$ cat config.mk
export PLATFORM = sky130hd
export DESIGN_NAME = bcd_countdown_flat
export DESIGN_NICKNAME = d
export VERILOG_FILES = /design/src/rtl/bcd_pkg.sv /design/src/rtl/bcd_countdown_if.sv /design/src/rtl/bcd_digit_dec.sv /design/src/rtl/bcd_countdown.sv /design/src/flat_wrapper.sv
export SDC_FILE = /design/constraint.sdc
export NUM_CORES = 1
export LEC_CHECK = 0
export ABC_AREA = 1
export BUFFER_PORTS_ARGS = -buffer_cell sky130_fd_sc_hd__buf_4
export CORE_AREA = 2 2 56 58
export CTS_CLUSTER_SIZE = 40
export DETAILED_ROUTE_END_ITERATION = 10
export DIE_AREA = 0 0 58 60
export RECOVER_POWER = 25
export SETUP_SLACK_MARGIN = 0.05
export SLEW_MARGIN = 0
export SYNTH_ARGS = -nofsm -noshare
export SYNTH_HDL_FRONTEND = slang
export SYNTH_SLANG_ARGS = --single-unit
$ cat constraint.sdc
create_clock -name CP -period 1.5 [get_ports CP]
set_input_delay 0.15 -clock CP [delete_from_list [all_inputs] [get_ports CP]]
set_output_delay 0.15 -clock CP [all_outputs]
set_load 0.05 [all_outputs]
$ cat src/rtl/bcd_pkg.sv
// Shared types and constants for the BCD countdown block.
package bcd_pkg;

    typedef enum logic [1:0] {
        IDLE  = 2'd0,
        RUN   = 2'd1,
        PAUSE = 2'd2,
        DONE  = 2'd3
    } state_e;

    typedef logic [3:0] bcd_digit_t;

    localparam bcd_digit_t BCD_DIGIT_MAX = 4'd9;
    localparam bcd_digit_t BCD_ZERO      = 4'd0;

endpackage

$ cat src/rtl/bcd_countdown_if.sv
// Control strobes and count/status outputs of the BCD countdown block.
interface bcd_countdown_if;

    logic       tick;
    logic       load;
    logic [7:0] load_data;
    logic       start;
    logic       pause;
    logic [7:0] data;
    logic       borrow;
    logic       done;
    logic       busy;

    modport master (
        output tick, load, load_data, start, pause,
        input  data, borrow, done, busy
    );

    modport slave (
        input  tick, load, load_data, start, pause,
        output data, borrow, done, busy
    );

endinterface

$ cat src/rtl/bcd_digit_dec.sv
// Combinational single BCD digit decrement; wraps 0 to max_i and raises borrow.
module bcd_digit_dec
    import bcd_pkg::*;
(
    input  bcd_digit_t digit_i,
    input  logic       borrow_i,
    input  bcd_digit_t max_i,
    output bcd_digit_t digit_o_c,
    output logic       borrow_o_c
);

    always_comb begin
        digit_o_c  = digit_i;
        borrow_o_c = 1'b0;
        if (borrow_i) begin
            if (digit_i == BCD_ZERO) begin
                digit_o_c  = max_i;
                borrow_o_c = 1'b1;
            end else begin
                digit_o_c = digit_i - 4'd1;
            end
        end
    end

endmodule

$ cat src/rtl/bcd_countdown.sv
// Two-digit BCD down-counter with load/start/pause control, borrow pulse and done flag.
// Optional: define BCD_COUNTDOWN_AUTO_RELOAD_EN to reload the last preset after reaching 00.
module bcd_countdown
    import bcd_pkg::*;
#(
    parameter int unsigned MAX_TENS  = 5,
    parameter int unsigned MAX_UNITS = 9
) (
    input  logic            CP,
    input  logic            RST,
    bcd_countdown_if.slave  bus
);

    localparam bcd_digit_t TENS_MAX  = 4'(MAX_TENS);
    localparam bcd_digit_t UNITS_MAX = (MAX_UNITS > 32'(BCD_DIGIT_MAX)) ? BCD_DIGIT_MAX
                                                                         : 4'(MAX_UNITS);
    localparam logic [7:0] CLAMP_VAL = {TENS_MAX, UNITS_MAX};

    state_e     state_q, state_d;
    logic [7:0] count_q, count_d;
    logic       borrow_q, borrow_d;
    logic       done_q, done_d;
    logic       busy_q, busy_d;
`ifdef BCD_COUNTDOWN_AUTO_RELOAD_EN
    logic [7:0] reload_q, reload_d;
`endif

    logic [7:0] load_val;
    bcd_digit_t units_dec, tens_dec;
    logic       units_bo, tens_bo;
    logic [7:0] dec_val;

    // An out-of-range digit anywhere clamps the whole preset.
    always_comb begin
        load_val = bus.load_data;
        if ((bus.load_data[3:0] > UNITS_MAX) || (bus.load_data[7:4] > TENS_MAX)) begin
            load_val = CLAMP_VAL;
        end
    end

    bcd_digit_dec u_units (
        .digit_i    (count_q[3:0]),
        .borrow_i   (1'b1),
        .max_i      (UNITS_MAX),
        .digit_o_c  (units_dec),
        .borrow_o_c (units_bo)
    );

    bcd_digit_dec u_tens (
        .digit_i    (count_q[7:4]),
        .borrow_i   (units_bo),
        .max_i      (TENS_MAX),
        .digit_o_c  (tens_dec),
        .borrow_o_c (tens_bo)
    );

    assign dec_val = {tens_dec, units_dec};

    // tens_bo is set exactly when the current count is 00.
    always_comb begin
        state_d  = state_q;
        count_d  = count_q;
        done_d   = done_q;
        borrow_d = 1'b0;
`ifdef BCD_COUNTDOWN_AUTO_RELOAD_EN
        reload_d = reload_q;
`endif
        case (state_q)
            IDLE, PAUSE: begin
                if (bus.load) begin
                    count_d = load_val;
`ifdef BCD_COUNTDOWN_AUTO_RELOAD_EN
                    reload_d = load_val;
`endif
                end
                if (bus.start && (count_d != 8'h00)) begin
                    state_d = RUN;
                end
            end
            RUN: begin
                if (bus.pause) begin
                    state_d = PAUSE;
                end else if (bus.tick) begin
                    if (!tens_bo) begin
                        count_d = dec_val;
                        if (dec_val == 8'h00) begin
                            borrow_d = 1'b1;
`ifdef BCD_COUNTDOWN_AUTO_RELOAD_EN
                            if (reload_q == 8'h00) begin
                                state_d = DONE;
                                done_d  = 1'b1;
                            end
`else
                            state_d = DONE;
                            done_d  = 1'b1;
`endif
                        end
                    end
`ifdef BCD_COUNTDOWN_AUTO_RELOAD_EN
                    else begin
                        count_d = reload_q;
                    end
`endif
                end
            end
            DONE: begin
                if (bus.load) begin
                    count_d = load_val;
                    done_d  = 1'b0;
                    state_d = IDLE;
`ifdef BCD_COUNTDOWN_AUTO_RELOAD_EN
                    reload_d = load_val;
`endif
                end
            end
            default: state_d = IDLE;
        endcase
        busy_d = (state_d == RUN);
    end

    always_ff @(posedge CP or negedge RST) begin
        if (!RST) begin
            state_q  <= IDLE;
            count_q  <= 8'h00;
            borrow_q <= 1'b0;
            done_q   <= 1'b0;
            busy_q   <= 1'b0;
`ifdef BCD_COUNTDOWN_AUTO_RELOAD_EN
            reload_q <= 8'h00;
`endif
        end else begin
            state_q  <= state_d;
            count_q  <= count_d;
            borrow_q <= borrow_d;
            done_q   <= done_d;
            busy_q   <= busy_d;
`ifdef BCD_COUNTDOWN_AUTO_RELOAD_EN
            reload_q <= reload_d;
`endif
        end
    end

    assign bus.data   = count_q;
    assign bus.borrow = borrow_q;
    assign bus.done   = done_q;
    assign bus.busy   = busy_q;

endmodule

$ cat src/flat_wrapper.sv
// flat-port wrapper written by rule: the top's interface ports become plain ports
module bcd_countdown_flat import bcd_pkg::*;
#(
    parameter int unsigned MAX_TENS  = 5,
    parameter int unsigned MAX_UNITS = 9
)
  (CP, RST, bus_tick, bus_load, bus_load_data, bus_start, bus_pause, bus_data, bus_borrow, bus_done, bus_busy);
  bcd_countdown_if bus_i ();
  input  logic CP;
  input  logic RST;
  input wire logic [$bits(bus_i.tick)-1:0] bus_tick;
  input wire logic [$bits(bus_i.load)-1:0] bus_load;
  input wire logic [$bits(bus_i.load_data)-1:0] bus_load_data;
  input wire logic [$bits(bus_i.start)-1:0] bus_start;
  input wire logic [$bits(bus_i.pause)-1:0] bus_pause;
  output wire logic [$bits(bus_i.data)-1:0] bus_data;
  output wire logic [$bits(bus_i.borrow)-1:0] bus_borrow;
  output wire logic [$bits(bus_i.done)-1:0] bus_done;
  output wire logic [$bits(bus_i.busy)-1:0] bus_busy;
  assign bus_i.tick = bus_tick;
  assign bus_i.load = bus_load;
  assign bus_i.load_data = bus_load_data;
  assign bus_i.start = bus_start;
  assign bus_i.pause = bus_pause;
  assign bus_data = bus_i.data;
  assign bus_borrow = bus_i.borrow;
  assign bus_done = bus_i.done;
  assign bus_busy = bus_i.busy;
  bcd_countdown #(.MAX_TENS(MAX_TENS), .MAX_UNITS(MAX_UNITS)) u_core (.CP(CP), .RST(RST), .bus(bus_i));
endmodule
### Yosys cells after proc, flatten, opt, wreduce, memory -nomap -nowiden

Index checks and enable logic that the tools add are counted.

| cells by class | value |
|---|---|
| muxes and demuxes | 31 |
| reductions and logical operators | 11 |
| eq/ne operators | 9 |
| add/sub/neg operators | 2 |
| order comparisons | 2 |

Operators with widths:

| cell | number |
|---|---|
| 2-to-1 mux 8 bit | 6 |
| one-hot mux 8 bit (3 select lines) | 1 |
| 2-to-1 mux 1 bit | 13 |
| 2-to-1 mux 2 bit | 6 |
| 2-to-1 mux 4 bit | 3 |
| zero test 4 bit | 2 |
| zero test 8 bit | 1 |
| != test 2 bit (second input constant) | 4 |
| nonzero test 8 bit | 1 |
| subtractor 4 x 1 -> 4 bit (second input constant) | 2 |
| one-hot mux 2 bit (3 select lines) | 1 |
| AND reduction 6 bit | 1 |
| equality test 2 x 1 -> 1 bit (second input constant) | 2 |
| equality test 2 bit (second input constant) | 2 |
| greater-than comparator 4 x 3 -> 1 bit (second input constant) | 1 |
| greater-than comparator 4 bit (second input constant) | 1 |
| AND reduction 3 bit | 1 |
| zero test 2 bit | 1 |
| != test 2 x 1 -> 1 bit (second input constant) | 1 |
| one-hot mux 1 bit (2 select lines) | 1 |
| nonzero test 2 bit | 1 |
| OR reduction 2 bit | 1 |
| logical AND 1 bit | 1 |
| logical OR 1 bit | 1 |

| word-level totals | value |
|---|---|
| input port bits | 14 |
| register bits after elaboration | 13 |
| logic and storage cells | 60 |
| output and inout port bits | 11 |

### Depth between registers and ports, before layout

| depth | value |
|---|---|
| depth after elaboration | 10 |
| mapped depth | 13 |
| mapped depth without buffers | 12 |

### Modules after synthesis

Synthesis repeated with hierarchy kept, for this count alone.

| second synthesis, totals | value |
|---|---|
| cells, all modules | 201 |
| area, all modules | 1193.6 µm² |

Modules (own cells, without submodules):

| module | area an instance (µm²) | cells an instance | seq. area each (µm²) | times used |
|---|---|---|---|---|
| bcd_countdown | 858.3 | 127 | 325.3 | 1 |
| bcd_digit_dec | 167.7 | 37 | 0.0 | 2 |

### Worst setup path after synthesis

No wires, ideal clock.

| timing path | value |
|---|---|
| path type | register to register |
| from | register u_core.count_q[0], in the netlist u_core.bus.data[0] |
| to | register u_core.busy_q, in the netlist u_core.bus.busy |
| buffers on the path | 0 |
| stages on the path, launching flop included | 13 |
| clock period less this slack | 1.662 ns |
| library setup time | 0.115 ns |
| data required time | 1.385 ns |
| data arrival time | 1.548 ns |
| setup slack | -0.162 ns |
| cells stage by stage | dfrtp_1 -> nor2_2 -> nand2_2 -> inv_2 -> nand2_2 -> nand2_1 -> nand2_2 -> nor2_2 -> nand3_2 -> nand2_1 -> inv_2 -> nand2_2 -> nor2_1 |

| between the ends | value |
|---|---|
| cells in the longest elaborated chain, start to end | 10 |
| elaborated cells on any way between the ends | 18 |
| classes of those cells | 1 x add/sub; 1 x eq/ne; 12 x mux; 4 x reduce/logical |

RTL lines:

| what | line | RTL |
|---|---|---|
| start: declaration | bcd_countdown.sv:20 | `logic [7:0] count_q, count_d;` |
| start signal: assignment | bcd_countdown.sv:133 | `count_q <= count_d;` |
| parallel branches: the longest is 8 deep, another holds subtractor 4 x 1 -> 4 bit | n/a |  |
| one-hot mux 2 bit (3 select lines) * | bcd_countdown.sv:68 | `case (state_q)` |
| via u_core.state_d[1] | bcd_countdown.sv:19 | `state_e state_q, state_d;` |
| equality test 2 x 1 -> 1 bit * | bcd_countdown.sv:118 | `busy_d = (state_d == RUN);` |
| via u_core.busy_d | bcd_countdown.sv:23 | `logic busy_q, busy_d;` |
| end signal: assignment | bcd_countdown.sv:136 | `busy_q <= busy_d;` |
| end: declaration | bcd_countdown.sv:23 |  |

Mark *: on every way through the listed nets, which the timed path passes. The select of a mux whose other input is x is not followed.
A chain may end at the register's enable or synchronous reset.

### Final worst setup path

| timing path | value |
|---|---|
| from | register u_core.count_q[1], in the netlist u_core.bus.data[1] |
| to | register u_core.count_q[3], in the netlist u_core.bus.data[3] |

| between the ends | value |
|---|---|
| cells in the longest elaborated chain, start to end | 6 |
| elaborated cells on any way between the ends | 11 |
| classes of those cells | 1 x add/sub; 1 x eq/ne; 7 x mux; 2 x reduce/logical |

RTL lines:

| what | line | RTL |
|---|---|---|
| subtractor 4 x 1 -> 4 bit / zero test 4 bit (equally long branches) | bcd_digit_dec.sv:20, bcd_digit_dec.sv:16 |  |
| 2-to-1 mux 4 bit | bcd_digit_dec.sv:16 | `if (digit_i == BCD_ZERO) begin` |
| 2-to-1 mux 8 bit | bcd_countdown.sv:84 | `if (!tens_bo) begin` |
| 2-to-1 mux 8 bit | bcd_countdown.sv:83 | `end else if (bus.tick) begin` |
| 2-to-1 mux 8 bit | bcd_countdown.sv:81 | `if (bus.pause) begin` |
| one-hot mux 8 bit (3 select lines) | bcd_countdown.sv:68 |  |

Several ways; a longest one is shown, not always the timed one. The select of a mux whose other input is x is not followed.

==> results_tabular.tex <==
\begin{tabular}{lr}
\hline
Metric & Value \\
\hline
\multicolumn{2}{l}{\textbf{Placement}} \\
Final weighted congestion in routability-driven placement & 0.951 \\
Pre-CTS setup slack & 0.0272 ns \\
Number of buffers inserted by port buffering & 24 \\
Post-detailed-placement half-perimeter wirelength & 2.17 mm \\
\multicolumn{2}{l}{\textbf{Yosys}} \\
Portion of the post-synthesis area used by sequential elements & 33.7\% \\
Warnings from Yosys & 0 \\
Mean instance size in the synthesized netlist & 6.57 µm² \\
Unique cell type count in the Yosys netlist & 24 \\
Syn Std Cell Area & 966 µm² \\
Share of the synthesized area in the top cell type & 33.7\% \\
Number of synthesized register bits & 13 \\
Top cell type by total area after synthesis & sky130\_fd\_sc\_hd\_\_dfrtp\_1 \\
Leading cell types by total area after synthesis & sky130\_fd\_sc\_hd\_\_dfrtp\_1 34\%, sky130\_fd\_sc\_hd\_\_nand2\_1 14\%, sky130\_fd\_sc\_hd\_\_inv\_1 8.9\% \\
Post-Syn Nets & 161 \\
Synthesized instance count & 147 \\
\multicolumn{2}{l}{\textbf{STA}} \\
Max-slew violations & 0 \\
Final WS setup & 0.0362 ns \\
Final Hold Viols & 0 \\
Worst slew margin & 51.6\% \\
Setup Skew & 0.00453 ns \\
Number of setup violations in the final report & 0 \\
Slew at the pin with the worst max-slew slack & 0.726 ns \\
Setup repair after global routing missed its margin & true \\
Period utilisation layout & 97.6\% \\
Fmax & 683 MHz \\
Time the final worst path needs with I/O delays and setup & 1.46 ns \\
Hold slack & 0.0610 ns \\
\multicolumn{2}{l}{\textbf{Global route}} \\
Global-route track usage on met3 & 1.73\% \\
Fraction of met2 tracks used by global routing & 30.5\% \\
Overall overflow remaining after global route & 0 \\
Peak-usage layer in the global routing report & met2 \\
Number of global-route vias before repair & 1,009 \\
All-layer global routing usage & 16.9\% \\
Number of antenna violations at the first check in global routing & 0 \\
Global-route wire length before repair & 4.52 mm \\
Largest net degree at the start of global routing & 14 \\
Met1 track demand over resource in global routing & 21.0\% \\
\multicolumn{2}{l}{\textbf{Power}} \\
Leak Pwr & 0.693 nW \\
Peak VDD IR & 1020 µV \\
Total power & 2.70 mW \\
PwrDens & 1950 nW/µm² \\
\multicolumn{2}{l}{\textbf{Layout}} \\
Most common library cell in the layout ignoring fill and taps & sky130\_fd\_sc\_hd\_\_buf\_4 \\
Final layout net count & 201 \\
Post-route core utilization & 47.6\% \\
Area growth from synthesis to final layout & 43.0\% \\
Leading cell types in the layout, fill and taps excluded & 34 x sky130\_fd\_sc\_hd\_\_buf\_4, 31 x sky130\_fd\_sc\_hd\_\_nand2\_1, 21 x sky130\_fd\_sc\_hd\_\_inv\_1, 16 x sky130\_fd\_sc\_hd\_\_nor2\_1, 10 x sky130\_fd\_sc\_hd\_\_nand2\_2 \\
Share of final-layout standard cells stronger than drive strength 1 & 43.0\% \\
N\_diodes & 0 \\
\multicolumn{2}{l}{\textbf{Route}} \\
Count of TritonRoute iterations in the first routing pass & 4 \\
Drt via density & 4.85 \\
Remaining antenna violation count & 0 \\
Starting DRC count in detailed routing & 46 \\
Count of vias placed by the detailed router & 1,063 \\
Number of DRC violations after detailed routing & 0 \\
Routed length per placed instance & 12.6 µm \\
Final wirelength & 2.76 mm \\
\multicolumn{2}{l}{\textbf{Setup path}} \\
Worst path max stage delay & 0.44 ns \\
Master of the slowest instance on the critical path & sky130\_fd\_sc\_hd\_\_dfrtp\_2 \\
Total buffers and inverters traversed by the critical path & 1 \\
Kind of end point of the critical path & flop \\
Cell class contributing the biggest share of worst-path delay & flip-flops \\
Max FO, Critical Path & 6 \\
Startpoint types & flop \\
Crit Path Class & reg2reg \\
Arrival @ worst endpoint & 1.61 ns \\
Required time reported for the critical path endpoint & 1.65 ns \\
Worst path cell trace & nor2\_4, nand2\_2, inv\_4, nand3\_4, o21ai\_4, nand2\_4, o221ai\_2, o21ai\_1 \\
\multicolumn{2}{l}{\textbf{Clock network}} \\
Clk root buf & sky130\_fd\_sc\_hd\_\_clkbuf\_4 \\
H-tree depth reported by CTS & 1 \\
Total CTS buffers & 3 \\
Clock latency on the worst-skew pair & 0.27 ns \\
Clock tree from TritonCTS & yes \\
Maximum root-to-sink buffer count & 2 \\
Reg clk slew, reported paths & 0.08 ns \\
CTS Sinks & 13 \\
\multicolumn{2}{l}{\textbf{Die}} \\
Number of rows created at floorplan & 20 \\
Floorplan die area & 3480 µm² \\
Initial Utilization & 33.3\% \\
Area of the core & 2900 µm² \\
Width of the die & 58 µm \\
Die extent in y & 60 µm \\
Ports placed on the boundary & 25 \\
\multicolumn{2}{l}{\textbf{Hold path}} \\
Min-delay worst type & in2reg \\
\multicolumn{2}{l}{\textbf{Run}} \\
Max-cap viol count & 0 \\
\multicolumn{2}{l}{\textbf{Status}} \\
Run status & complete, no violations \\
\hline
\end{tabular}
[through the flow]
stage / area [µm²] / std cells / TNS, ns
after floorplan: 988 / 147 / 0
after global placement: 1250 / 210 / 0
after detailed placement: 1250 / 210 / 0
after CTS: 1340 / 219 / 0
after global routing: 1380 / 219 / -0.334
final: 1380 / 219 / 0
[path summary, 6_finish.rpt]
path | startpoint | to | slack (ns) | depth (start not counted)
worst max-delay path | u_core.bus.data[1] | u_core.bus.data[3] | 0.04 | 8
worst min-delay path | bus_pause | u_core.bus.borrow | 0.06 | 2
worst max register to register | u_core.bus.data[1] | u_core.bus.data[3] | 0.04 | 8
worst min register to register | u_core.bus.done | u_core.bus.done | 0.50 | 2
max in group asynchronous | RST | u_core.bus.data[2] | 0.55 | 2
min in group asynchronous | RST | u_core.bus.borrow | 0.44 | 2
[state kept, by name, summed over array words and instances, names as in the netlist]
register,count
u_core.bus.data,8
u_core.bus.done,1
u_core.state_q,2
u_core.bus.busy,1
u_core.bus.borrow,1
[logic make-up after synthesis]
| group | synth area share (%) |
|---|---|
| buffers and inverters | 12.8 |
| flip-flops | 33.7 |
| AND/OR/NAND/NOR | 38.1 |
| AO/OA/AOI/OAI | 15.4 |
[cell usage after synthesis, drive strengths merged]
master	n
nand2	42
nor2	25
clkinv	1
buf	2
o211ai	3
dfrtp	13
inv	27
o22ai	1
o21ai	11
nand4	2
nand3	11
nand3b	1
a21oi	3
o221ai	4
or2	1
[per-layer routing]
layer / vias up / share of wire, %
li1: 542 / -
met1: 495 / 44
met2: 24 / 51
met3: 2 / 4.5
met4: 0 / 0.36
met5: - / 0
[final cells by class]
type,count,area (µm²)
Clock buffer,4,26.3
Fill cell,301,1520
Sequential cell,13,335
Multi-Input combinational cell,104,588
Inverter,28,110
Tap cell,33,41.3
Timing Repair Buffer,37,280
[worst register-to-register path, delay by kind of cell, from the launching register on]
family / cells / cell delay [ns]
compound gates: 3 / 0.41
buf+inv: 1 / 0.09
simple gates: 4 / 0.41
flops: 1 / 0.44
[report_power, final]
| part | internal [mW] | total [mW] | switching [mW] |
|---|---|---|---|
| registers | 0.505 | 0.636 | 0.131 |
| clock network | 0.103 | 0.211 | 0.108 |
| logic | 0.646 | 1.85 | 1.21 |
[what timing repair did]
| action | in CTS | in global routing |
|---|---|---|
| buffers inserted | 4 | 0 |
| hold buffers | 1 | 0 |
| endpoints found under the hold margin | 13 | 0 |
| resized for setup | 6 | 17 |
| gates cloned | 0 | 0 |
| pin swaps | 3 | 6 |
| endpoints found under the setup margin | 4 | 12 |
(Power assumes the default switching activity.)
